[src/rtl/pipe_exe_mem_reg_if.sv]
// EXE->MEM boundary bundle: EXE-side inputs, registered MEM-side copies and
// the CP0 exception handshake.
interface pipe_exe_mem_reg_if #(
  parameter int unsigned DATA_W = 32
);
  logic              ex_valid;
  logic [DATA_W-1:0] ex_pc;
  logic              ex_bd;
  logic [DATA_W-1:0] ex_r;
  logic              ex_v;
  logic              ex_ovr_en;
  logic [DATA_W-1:0] ex_b;
  logic [4:0]        ex_rn;
  logic              ex_wreg;
  logic              ex_m2reg;
  logic              ex_wmem;
  logic              mem_stall;
  logic              flush;
  logic              exc_ack;

  logic              mm_valid;
  logic [DATA_W-1:0] mm_pc;
  logic              mm_bd;
  logic [DATA_W-1:0] mm_r;
  logic [DATA_W-1:0] mm_b;
  logic [4:0]        mm_rn;
  logic              mm_wreg;
  logic              mm_m2reg;
  logic              mm_wmem;
  logic              ex_hold;
  logic              exc_req;
  logic [DATA_W-1:0] exc_epc;
  logic [4:0]        exc_cause;
  logic              exc_bd;

  modport master (
    output ex_valid, ex_pc, ex_bd, ex_r, ex_v, ex_ovr_en, ex_b, ex_rn,
           ex_wreg, ex_m2reg, ex_wmem, mem_stall, flush, exc_ack,
    input  mm_valid, mm_pc, mm_bd, mm_r, mm_b, mm_rn, mm_wreg, mm_m2reg,
           mm_wmem, ex_hold, exc_req, exc_epc, exc_cause, exc_bd
  );

  modport slave (
    input  ex_valid, ex_pc, ex_bd, ex_r, ex_v, ex_ovr_en, ex_b, ex_rn,
           ex_wreg, ex_m2reg, ex_wmem, mem_stall, flush, exc_ack,
    output mm_valid, mm_pc, mm_bd, mm_r, mm_b, mm_rn, mm_wreg, mm_m2reg,
           mm_wmem, ex_hold, exc_req, exc_epc, exc_cause, exc_bd
  );
endinterface

[src/rtl/pipe_exe_mem_reg.sv]
// EXE->MEM pipeline register; converts a trapping ALU overflow into a held
// CP0 exception request and squashes the faulting instruction.
module pipe_exe_mem_reg #(
  parameter int unsigned DATA_W   = 32,
  parameter logic [4:0]  CAUSE_OV = 5'd12
) (
  input logic                clk,
  input logic                rst,
  pipe_exe_mem_reg_if.slave  bus
);

  typedef enum logic [1:0] {RUN, TRAP, DRAIN} state_t;

  state_t state, state_nxt;
  logic   trap;
  logic   load;
  logic   pass;

  always_comb begin
    state_nxt   = state;
    trap        = 1'b0;
    bus.ex_hold = 1'b1;
    case (state)
      RUN: begin
        bus.ex_hold = 1'b0;
        trap = bus.ex_valid & bus.ex_v & bus.ex_ovr_en & ~bus.flush & ~bus.mem_stall;
        if (trap) state_nxt = TRAP;
      end
      TRAP:    if (bus.exc_ack) state_nxt = DRAIN;
      DRAIN:   state_nxt = RUN;
      default: state_nxt = RUN;
    endcase
  end

  // Outside RUN the slot always loads a bubble; data fields only move on a real pass.
  assign load = ~((state == RUN) & bus.mem_stall);
  assign pass = (state == RUN) & ~bus.mem_stall & ~bus.flush & ~trap;

  always_ff @(posedge clk or posedge rst) begin
    if (rst) begin
      state         <= RUN;
      bus.mm_valid  <= 1'b0;
      bus.mm_pc     <= '0;
      bus.mm_bd     <= 1'b0;
      bus.mm_r      <= '0;
      bus.mm_b      <= '0;
      bus.mm_rn     <= '0;
      bus.mm_wreg   <= 1'b0;
      bus.mm_m2reg  <= 1'b0;
      bus.mm_wmem   <= 1'b0;
      bus.exc_req   <= 1'b0;
      bus.exc_epc   <= '0;
      bus.exc_cause <= '0;
      bus.exc_bd    <= 1'b0;
    end else begin
      state <= state_nxt;
      if (load) begin
        bus.mm_valid <= pass & bus.ex_valid;
        bus.mm_wreg  <= pass & bus.ex_valid & bus.ex_wreg;
        bus.mm_m2reg <= pass & bus.ex_valid & bus.ex_m2reg;
        bus.mm_wmem  <= pass & bus.ex_valid & bus.ex_wmem;
      end
      if (pass) begin
        bus.mm_pc <= bus.ex_pc;
        bus.mm_bd <= bus.ex_bd;
        bus.mm_r  <= bus.ex_r;
        bus.mm_b  <= bus.ex_b;
        bus.mm_rn <= bus.ex_rn;
      end
      if (trap) begin
        bus.exc_req   <= 1'b1;
        bus.exc_epc   <= bus.ex_bd ? bus.ex_pc - DATA_W'(4) : bus.ex_pc;
        bus.exc_bd    <= bus.ex_bd;
        bus.exc_cause <= CAUSE_OV;
      end else if ((state == TRAP) && bus.exc_ack) begin
        bus.exc_req   <= 1'b0;
        bus.exc_cause <= '0;
      end
    end
  end

endmodule

[src/flat_wrapper.sv]
// flat-port wrapper written by rule: the top's interface ports become plain ports
module pipe_exe_mem_reg_flat 
#(
  parameter int unsigned DATA_W   = 32,
  parameter logic [4:0]  CAUSE_OV = 5'd12
)
  (clk, rst, bus_ex_valid, bus_ex_pc, bus_ex_bd, bus_ex_r, bus_ex_v, bus_ex_ovr_en, bus_ex_b, bus_ex_rn, bus_ex_wreg, bus_ex_m2reg, bus_ex_wmem, bus_mem_stall, bus_flush, bus_exc_ack, bus_mm_valid, bus_mm_pc, bus_mm_bd, bus_mm_r, bus_mm_b, bus_mm_rn, bus_mm_wreg, bus_mm_m2reg, bus_mm_wmem, bus_ex_hold, bus_exc_req, bus_exc_epc, bus_exc_cause, bus_exc_bd);
  pipe_exe_mem_reg_if #(.DATA_W(DATA_W)) bus_i ();
  input logic clk;
  input logic rst;
  input wire logic [$bits(bus_i.ex_valid)-1:0] bus_ex_valid;
  input wire logic [$bits(bus_i.ex_pc)-1:0] bus_ex_pc;
  input wire logic [$bits(bus_i.ex_bd)-1:0] bus_ex_bd;
  input wire logic [$bits(bus_i.ex_r)-1:0] bus_ex_r;
  input wire logic [$bits(bus_i.ex_v)-1:0] bus_ex_v;
  input wire logic [$bits(bus_i.ex_ovr_en)-1:0] bus_ex_ovr_en;
  input wire logic [$bits(bus_i.ex_b)-1:0] bus_ex_b;
  input wire logic [$bits(bus_i.ex_rn)-1:0] bus_ex_rn;
  input wire logic [$bits(bus_i.ex_wreg)-1:0] bus_ex_wreg;
  input wire logic [$bits(bus_i.ex_m2reg)-1:0] bus_ex_m2reg;
  input wire logic [$bits(bus_i.ex_wmem)-1:0] bus_ex_wmem;
  input wire logic [$bits(bus_i.mem_stall)-1:0] bus_mem_stall;
  input wire logic [$bits(bus_i.flush)-1:0] bus_flush;
  input wire logic [$bits(bus_i.exc_ack)-1:0] bus_exc_ack;
  output wire logic [$bits(bus_i.mm_valid)-1:0] bus_mm_valid;
  output wire logic [$bits(bus_i.mm_pc)-1:0] bus_mm_pc;
  output wire logic [$bits(bus_i.mm_bd)-1:0] bus_mm_bd;
  output wire logic [$bits(bus_i.mm_r)-1:0] bus_mm_r;
  output wire logic [$bits(bus_i.mm_b)-1:0] bus_mm_b;
  output wire logic [$bits(bus_i.mm_rn)-1:0] bus_mm_rn;
  output wire logic [$bits(bus_i.mm_wreg)-1:0] bus_mm_wreg;
  output wire logic [$bits(bus_i.mm_m2reg)-1:0] bus_mm_m2reg;
  output wire logic [$bits(bus_i.mm_wmem)-1:0] bus_mm_wmem;
  output wire logic [$bits(bus_i.ex_hold)-1:0] bus_ex_hold;
  output wire logic [$bits(bus_i.exc_req)-1:0] bus_exc_req;
  output wire logic [$bits(bus_i.exc_epc)-1:0] bus_exc_epc;
  output wire logic [$bits(bus_i.exc_cause)-1:0] bus_exc_cause;
  output wire logic [$bits(bus_i.exc_bd)-1:0] bus_exc_bd;
  assign bus_i.ex_valid = bus_ex_valid;
  assign bus_i.ex_pc = bus_ex_pc;
  assign bus_i.ex_bd = bus_ex_bd;
  assign bus_i.ex_r = bus_ex_r;
  assign bus_i.ex_v = bus_ex_v;
  assign bus_i.ex_ovr_en = bus_ex_ovr_en;
  assign bus_i.ex_b = bus_ex_b;
  assign bus_i.ex_rn = bus_ex_rn;
  assign bus_i.ex_wreg = bus_ex_wreg;
  assign bus_i.ex_m2reg = bus_ex_m2reg;
  assign bus_i.ex_wmem = bus_ex_wmem;
  assign bus_i.mem_stall = bus_mem_stall;
  assign bus_i.flush = bus_flush;
  assign bus_i.exc_ack = bus_exc_ack;
  assign bus_mm_valid = bus_i.mm_valid;
  assign bus_mm_pc = bus_i.mm_pc;
  assign bus_mm_bd = bus_i.mm_bd;
  assign bus_mm_r = bus_i.mm_r;
  assign bus_mm_b = bus_i.mm_b;
  assign bus_mm_rn = bus_i.mm_rn;
  assign bus_mm_wreg = bus_i.mm_wreg;
  assign bus_mm_m2reg = bus_i.mm_m2reg;
  assign bus_mm_wmem = bus_i.mm_wmem;
  assign bus_ex_hold = bus_i.ex_hold;
  assign bus_exc_req = bus_i.exc_req;
  assign bus_exc_epc = bus_i.exc_epc;
  assign bus_exc_cause = bus_i.exc_cause;
  assign bus_exc_bd = bus_i.exc_bd;
  pipe_exe_mem_reg #(.DATA_W(DATA_W), .CAUSE_OV(CAUSE_OV)) u_core (.clk(clk), .rst(rst), .bus(bus_i));
endmodule
[config.mk]
export PLATFORM = sky130hd
export DESIGN_NAME = pipe_exe_mem_reg_flat
export DESIGN_NICKNAME = d
export VERILOG_FILES = /design/src/rtl/pipe_exe_mem_reg_if.sv /design/src/rtl/pipe_exe_mem_reg.sv /design/src/flat_wrapper.sv
export SDC_FILE = /design/constraint.sdc
export NUM_CORES = 1
export LEC_CHECK = 0
export ABC_AREA = 1
export CAP_MARGIN = 20
export CELL_PAD_IN_SITES_DETAIL_PLACEMENT = 0
export CELL_PAD_IN_SITES_GLOBAL_PLACEMENT = 1
export CORE_ASPECT_RATIO = 1.2
export CORE_MARGIN = 8
export CORE_UTILIZATION = 30
export CTS_BUF_LIST = sky130_fd_sc_hd__clkbuf_8
export CTS_CLUSTER_SIZE = 28
export DETAILED_ROUTE_END_ITERATION = 16
export PLACE_DENSITY_LB_ADDON = 0.3
export SETUP_SLACK_MARGIN = 0.05
export SYNTH_ARGS = -nofsm -noshare
export SYNTH_HDL_FRONTEND = slang
export SYNTH_SLANG_ARGS = --single-unit
[constraint.sdc]
create_clock -name clk -period 5.05 [get_ports clk]
set_input_delay 1.01 -clock clk [delete_from_list [all_inputs] [get_ports clk]]
set_output_delay 1.01 -clock clk [all_outputs]
set_load 0.1 [all_outputs]
* Yosys cells after proc, flatten, opt, wreduce, memory -nomap -nowiden
Cells that the tools add are included. Widths: inputs -> output; s select.
Storage, ports and cells: register bits 147, bits of input ports 113, output and inout port bits 146, word-level logic and storage cells 47
Cells by class: add/sub/neg operators 1, eq/ne operators 3, muxes and demuxes 10, bitwise logic cells 15, reduce and logical (&&, ||, !) cells 4
Operator list (count):
- $mux 32 | 1
- $sub 32x3->32 const B | 1
- $and 1x1->1 | 12
- $mux 5 | 2
- $mux 1 | 4
- $mux 2 | 2
- $pmux 2 s2 | 1
- $not 1->1 | 3
- $eq 2x1->1 const B | 1
- $logic_not 2->1 | 1
- $ne 2x1->1 const B | 1
- $ne 2x2->1 const B | 1
- $reduce_and 2->1 | 1
- $reduce_bool 2->1 | 1
- $logic_and 1x1->1 | 1

* Logic depth before layout (Yosys ltp)
depth in word-level cells 9, gate-level depth with buffers 10, mapped depth without buffers 10

* Least setup slack after synthesis
OpenSTA, ideal clock, no wires.
kind reg-to-output, start point register u_core.bus.exc_cause[2] (netlist name), end point output bus_exc_cause[2], arrival time 1.352 ns, required time 4.040 ns, setup slack 2.688 ns, stages on the path, launching flop included 2, path buffers 1, cells stage by stage dfrtp_1 -> buf_4
RTL lines:
- from (decl) | RTL line pipe_exe_mem_reg_if.sv:47 | mm_wmem, ex_hold, exc_req, exc_epc, exc_cause, exc_bd
- from (signal assigned) | RTL line pipe_exe_mem_reg.sv:53 | bus.exc_cause <= '0;
- from (signal assigned) | RTL line pipe_exe_mem_reg.sv:74 | bus.exc_cause <= CAUSE_OV;
- from (signal assigned) | RTL line pipe_exe_mem_reg.sv:77 | bus.exc_cause <= '0;
- to (decl) | RTL line flat_wrapper.sv:37 | output wire logic [$bits(bus_i.exc_cause)-1:0] bus_exc_cause;
No word-level cell between the ends.

* Worst setup path in the final report
start point register u_core.state[0], end point output bus_ex_hold
Between the ends: cells in the longest elaborated chain, start to end 2
RTL lines:
- from (decl) | RTL line pipe_exe_mem_reg.sv:14 | state_t state, state_nxt;
- from (signal assigned) | RTL line pipe_exe_mem_reg.sv:56 | state <= state_nxt;
- $logic_not 2->1 | RTL line pipe_exe_mem_reg.sv:23 | case (state)
- $mux 1 | RTL line pipe_exe_mem_reg.sv:23
- to (decl) | RTL line flat_wrapper.sv:34 | output wire logic [$bits(bus_i.ex_hold)-1:0] bus_ex_hold;
Every way passes these cells.

==> flow_summary.html <==
<table>
<tr><th>Metric</th><th>Value</th></tr>
<tr><th colspan="2">GRT</th></tr>
<tr><td>Remaining global-route overflow</td><td>0</td></tr>
<tr><td>Wire length of the first global-routing pass</td><td>31200 µm</td></tr>
<tr><td>Largest net degree at the start of global routing</td><td>89</td></tr>
<tr><td>Number of global-route vias before repair</td><td>5289</td></tr>
<tr><td>Overall global routing resource usage</td><td>15.6%</td></tr>
<tr><td>Initial antenna violation count</td><td>1</td></tr>
<tr><th colspan="2">Synthesis</th></tr>
<tr><td>Synth Warn #</td><td>0</td></tr>
<tr><td>Fraction of synthesized cell area taken by the top area cell type</td><td>56.6%</td></tr>
<tr><td>Synthesized netlist cell count</td><td>605</td></tr>
<tr><td>Most instantiated flip-flop cell in the synthesis netlist</td><td>dfrtp_1</td></tr>
<tr><td>Post-synthesis cell type with the largest combined area</td><td>dfrtp_1</td></tr>
<tr><td>Share of flip-flops with an asynchronous set or reset after synthesis</td><td>100%</td></tr>
<tr><td>EDFF count, synth</td><td>0</td></tr>
<tr><td>FF+latch count, synth</td><td>142</td></tr>
<tr><td>Sequential cell area fraction in the yosys report</td><td>56.6%</td></tr>
<tr><td>Largest cells by area after synthesis</td><td>dfrtp_1 57%, mux2_2 13%, nand2_1 6.5%, nor2_1 4.8%, nand3_1 3.5%</td></tr>
<tr><td>Distinct cell type count after synthesis</td><td>27</td></tr>
<tr><td>Average size of a mapped cell</td><td>10.4 µm²</td></tr>
<tr><td>Mapped cell area</td><td>6280 µm²</td></tr>
<tr><th colspan="2">Min path</th></tr>
<tr><td>Min-delay worst type</td><td>reg2reg</td></tr>
<tr><th colspan="2">Clock tree</th></tr>
<tr><td>Root buffer cell</td><td>clkbuf_8</td></tr>
<tr><td>Clock-pin slew reported for the worst setup and hold paths after clock tree synthesis</td><td>0.09 ns</td></tr>
<tr><td>Sinks on Clock Net</td><td>142</td></tr>
<tr><td>Number of post-CTS setup repair buffers</td><td>0</td></tr>
<tr><td>Clock network latency to the later pin of the worst-skew pair</td><td>0.44 ns</td></tr>
<tr><td>Total of cells resized after clock tree synthesis</td><td>0</td></tr>
<tr><td>TritonCTS clock tree</td><td>yes</td></tr>
<tr><td>Number of buffers inserted during clock tree synthesis</td><td>17</td></tr>
<tr><td>H-Tree Depth</td><td>4</td></tr>
<tr><td>Max Root-Sink Buffers</td><td>2</td></tr>
<tr><td>Hold bufs inserted after CTS</td><td>0</td></tr>
<tr><th colspan="2">Floorplan</th></tr>
<tr><td>Count of standard-cell rows</td><td>58</td></tr>
<tr><td>Core area</td><td>20800 µm²</td></tr>
<tr><td>Die Span Y</td><td>174 µm</td></tr>
<tr><td>Number of placed I/O pins</td><td>259</td></tr>
<tr><td>Effective utilization at floorplan</td><td>30.2%</td></tr>
<tr><td>Overall die area</td><td>25800 µm²</td></tr>
<tr><td>Die width</td><td>148 µm</td></tr>
<tr><th colspan="2">Place</th></tr>
<tr><td>I/O Buffers</td><td>255</td></tr>
<tr><td>Routability Congestion</td><td>0.805</td></tr>
<tr><td>Placed cell count</td><td>1111</td></tr>
<tr><td>Post-detailed-placement half-perimeter wirelength</td><td>15400 µm</td></tr>
<tr><th colspan="2">Route</th></tr>
<tr><td>Residual DRC count</td><td>0</td></tr>
<tr><td>Number of violations reported at the end of detailed-routing iteration 0</td><td>166</td></tr>
<tr><td>Overall routed net length</td><td>20100 µm</td></tr>
<tr><td>Average via count per standard cell</td><td>4.41</td></tr>
<tr><td>Via count</td><td>5035</td></tr>
<tr><td>WL per Instance</td><td>17.6 µm</td></tr>
<tr><td>Number of nets with antenna violations after detailed routing</td><td>0</td></tr>
<tr><td>Router iterations before antenna repair</td><td>4</td></tr>
<tr><th colspan="2">Critical path</th></tr>
<tr><td>Cell breakdown of the critical path</td><td>nor2_4 -&gt; inv_1 -&gt; clkdlybuf4s50_1</td></tr>
<tr><td>Register-to-register setup slack</td><td>2.95 ns</td></tr>
<tr><td>Crit path required time</td><td>4.04 ns</td></tr>
<tr><td>Cell with the biggest individual delay on the critical path</td><td>clkdlybuf4s50_1</td></tr>
<tr><td>WS Path Type</td><td>reg2out</td></tr>
<tr><td>Worst Path Max Fanout</td><td>6</td></tr>
<tr><td>CP endpoint kind</td><td>output pin</td></tr>
<tr><td>Crit path arrival time</td><td>2.14 ns</td></tr>
<tr><td>Stage delay of the slowest cell on the critical path</td><td>1.17 ns</td></tr>
<tr><td>Top Family by Delay on Critical Path</td><td>buffers and inverters</td></tr>
<tr><td>Crit start category</td><td>register</td></tr>
<tr><td>Critical path buffers and inverters</td><td>2</td></tr>
<tr><th colspan="2">Final layout</th></tr>
<tr><td>Ant diodes</td><td>0</td></tr>
<tr><td>Leading cell type in the layout, fill and taps excluded</td><td>clkdlybuf4s50_1</td></tr>
<tr><td>Most frequent cells in the layout</td><td>255 x clkdlybuf4s50_1, 142 x dfrtp_1, 109 x nand2_1, 81 x nor2_1, 74 x mux2_2</td></tr>
<tr><td>Area occupied by multi-input gates</td><td>2270 µm²</td></tr>
<tr><td>Footprint of the flip-flops and latches</td><td>3550 µm²</td></tr>
<tr><td>Fraction of final layout cells sized beyond drive strength 1</td><td>14.0%</td></tr>
<tr><td>Layout fillers</td><td>2102</td></tr>
<tr><td>Layout Area Growth over Synthesis</td><td>48.4%</td></tr>
<tr><td>Finished Layout Cells</td><td>1141</td></tr>
<tr><td>Total number of nets in the final design</td><td>974</td></tr>
<tr><th colspan="2">Timing</th></tr>
<tr><td>Max Clock Skew</td><td>0.0107 ns</td></tr>
<tr><td>Post-layout min period</td><td>3.15 ns</td></tr>
<tr><td>Final number of max-transition violations</td><td>0</td></tr>
<tr><td>Top achievable clock speed</td><td>317 MHz</td></tr>
<tr><td>Transition at the pin with the smallest max-transition slack</td><td>1.07 ns</td></tr>
<tr><td>Relative slew slack</td><td>28.7%</td></tr>
<tr><td>Final critical-path share of the clock period</td><td>62.4%</td></tr>
<tr><td>Count of final hold-check violations</td><td>0</td></tr>
<tr><td>Setup_tns</td><td>0 ns</td></tr>
<tr><td>Setup violators final</td><td>0</td></tr>
<tr><td>Unrepaired setup endpoints after global routing</td><td>false</td></tr>
<tr><td>Worst hold slack</td><td>0.473 ns</td></tr>
<tr><th colspan="2">Power</th></tr>
<tr><td>Power per cell area</td><td>526 nW/µm²</td></tr>
<tr><td>Leak</td><td>0.00398 µW</td></tr>
<tr><td>Maximum VDD drop</td><td>285 µV</td></tr>
<tr><th colspan="2">Outcome</th></tr>
<tr><td>Outcome</td><td>finished clean</td></tr>
<tr><th colspan="2">Flow run</th></tr>
<tr><td>Max_cap viols</td><td>0</td></tr>
</table>
-- stage by stage --
step / utilization [%] / instance area (µm²) / total power, µW / setup WS [ns]
2_1_floorplan: - / 6280 / 3390 / 0.230
3_3_place_gp: 43.1 / 8940 / 4030 / 1.88
3_5_place_dp: 43.1 / 8940 / 4040 / 1.87
4_1_cts: 44.9 / 9320 / 4970 / 1.87
5_1_grt: 44.9 / 9320 / 5100 / 1.79
6_report: 44.9 / 9320 / 4900 / 1.90
-- synthesized netlist by cell type (2+ instances only) --
master / number
xor2_1: 6
mux2_2: 74
a21oi_1: 29
inv_1: 46
nand3_1: 44
buf_2: 7
a21oi_2: 6
clkbuf_8: 6
nor2_1: 81
dfrtp_1: 142
nor2_4: 3
nand2_1: 109
buf_6: 3
nand4_1: 5
o21ai_0: 22
buf_4: 7
buf_12: 4
and2_1: 2
-- layout make-up --
class	instances	share of cell area, %
inverter	47	1.95
clock buffer	17	2.51
tap	270	3.63
clock inverter	13	1.52
sequential	142	38.1
multi-input combinational	391	24.4
timing repair buffer	261	27.9
-- report_power, final --
| group | internal [µW] | total (µW) | switching, µW |
|---|---|---|---|
| clock | 437 | 903 | 466 |
| combinational | 582 | 2530 | 1950 |
| sequential | 1350 | 1460 | 114 |
-- worst min-delay path, stage by stage, from the launching register on --
cell and delay (ns):
dfrtp_1 0.35, nand2_1 0.05, nand2_1 0.04
-- cells by family after synthesis --
group / synth area share, %
AND/OR/NAND/NOR: 16.4
flip-flops: 56.6
multiplexers: 13.3
buffers and inverters: 7.34
AO/OA/AOI/OAI: 5.28
XOR/XNOR: 0.837
adder cells (fa/ha/maj): 0.199
other: 0.0597
-- final timing paths --
kind | start | end | cells past startpoint
worst min register to register | u_core.bus.exc_epc[0] | u_core.bus.exc_epc[0] | 2
worst min-delay path | u_core.bus.exc_epc[0] | u_core.bus.exc_epc[0] | 2
min in group asynchronous | rst | u_core.bus.mm_b[22] | 2
worst max-delay path | u_core.state[0] | bus_ex_hold | 3
max in group asynchronous | rst | u_core.bus.exc_epc[9] | 3
worst max register to register | u_core.state[1] | u_core.bus.mm_r[29] | 5
-- sequential cells by signal, indices dropped and copies added, names as in the netlist --
signal	count
u_core.bus.exc_bd	1
u_core.bus.mm_valid	1
u_core.bus.mm_r	32
u_core.state	2
u_core.bus.mm_wreg	1
u_core.bus.mm_bd	1
u_core.bus.mm_wmem	1
u_core.bus.mm_m2reg	1
u_core.bus.mm_b	32
u_core.bus.exc_epc	32
u_core.bus.mm_pc	32
u_core.bus.exc_cause	1
u_core.bus.mm_rn	5
-- per-layer routing --
layer	GRT usage, %	share of wire [%]	vias to the layer above
met5	0	0.065	-
met4	3.70	0.59	2
met3	5.88	8.6	12
met2	25.8	48	192
met1	18.7	43	2347
li1	-	-	2482
(Power assumes the default switching activity.)
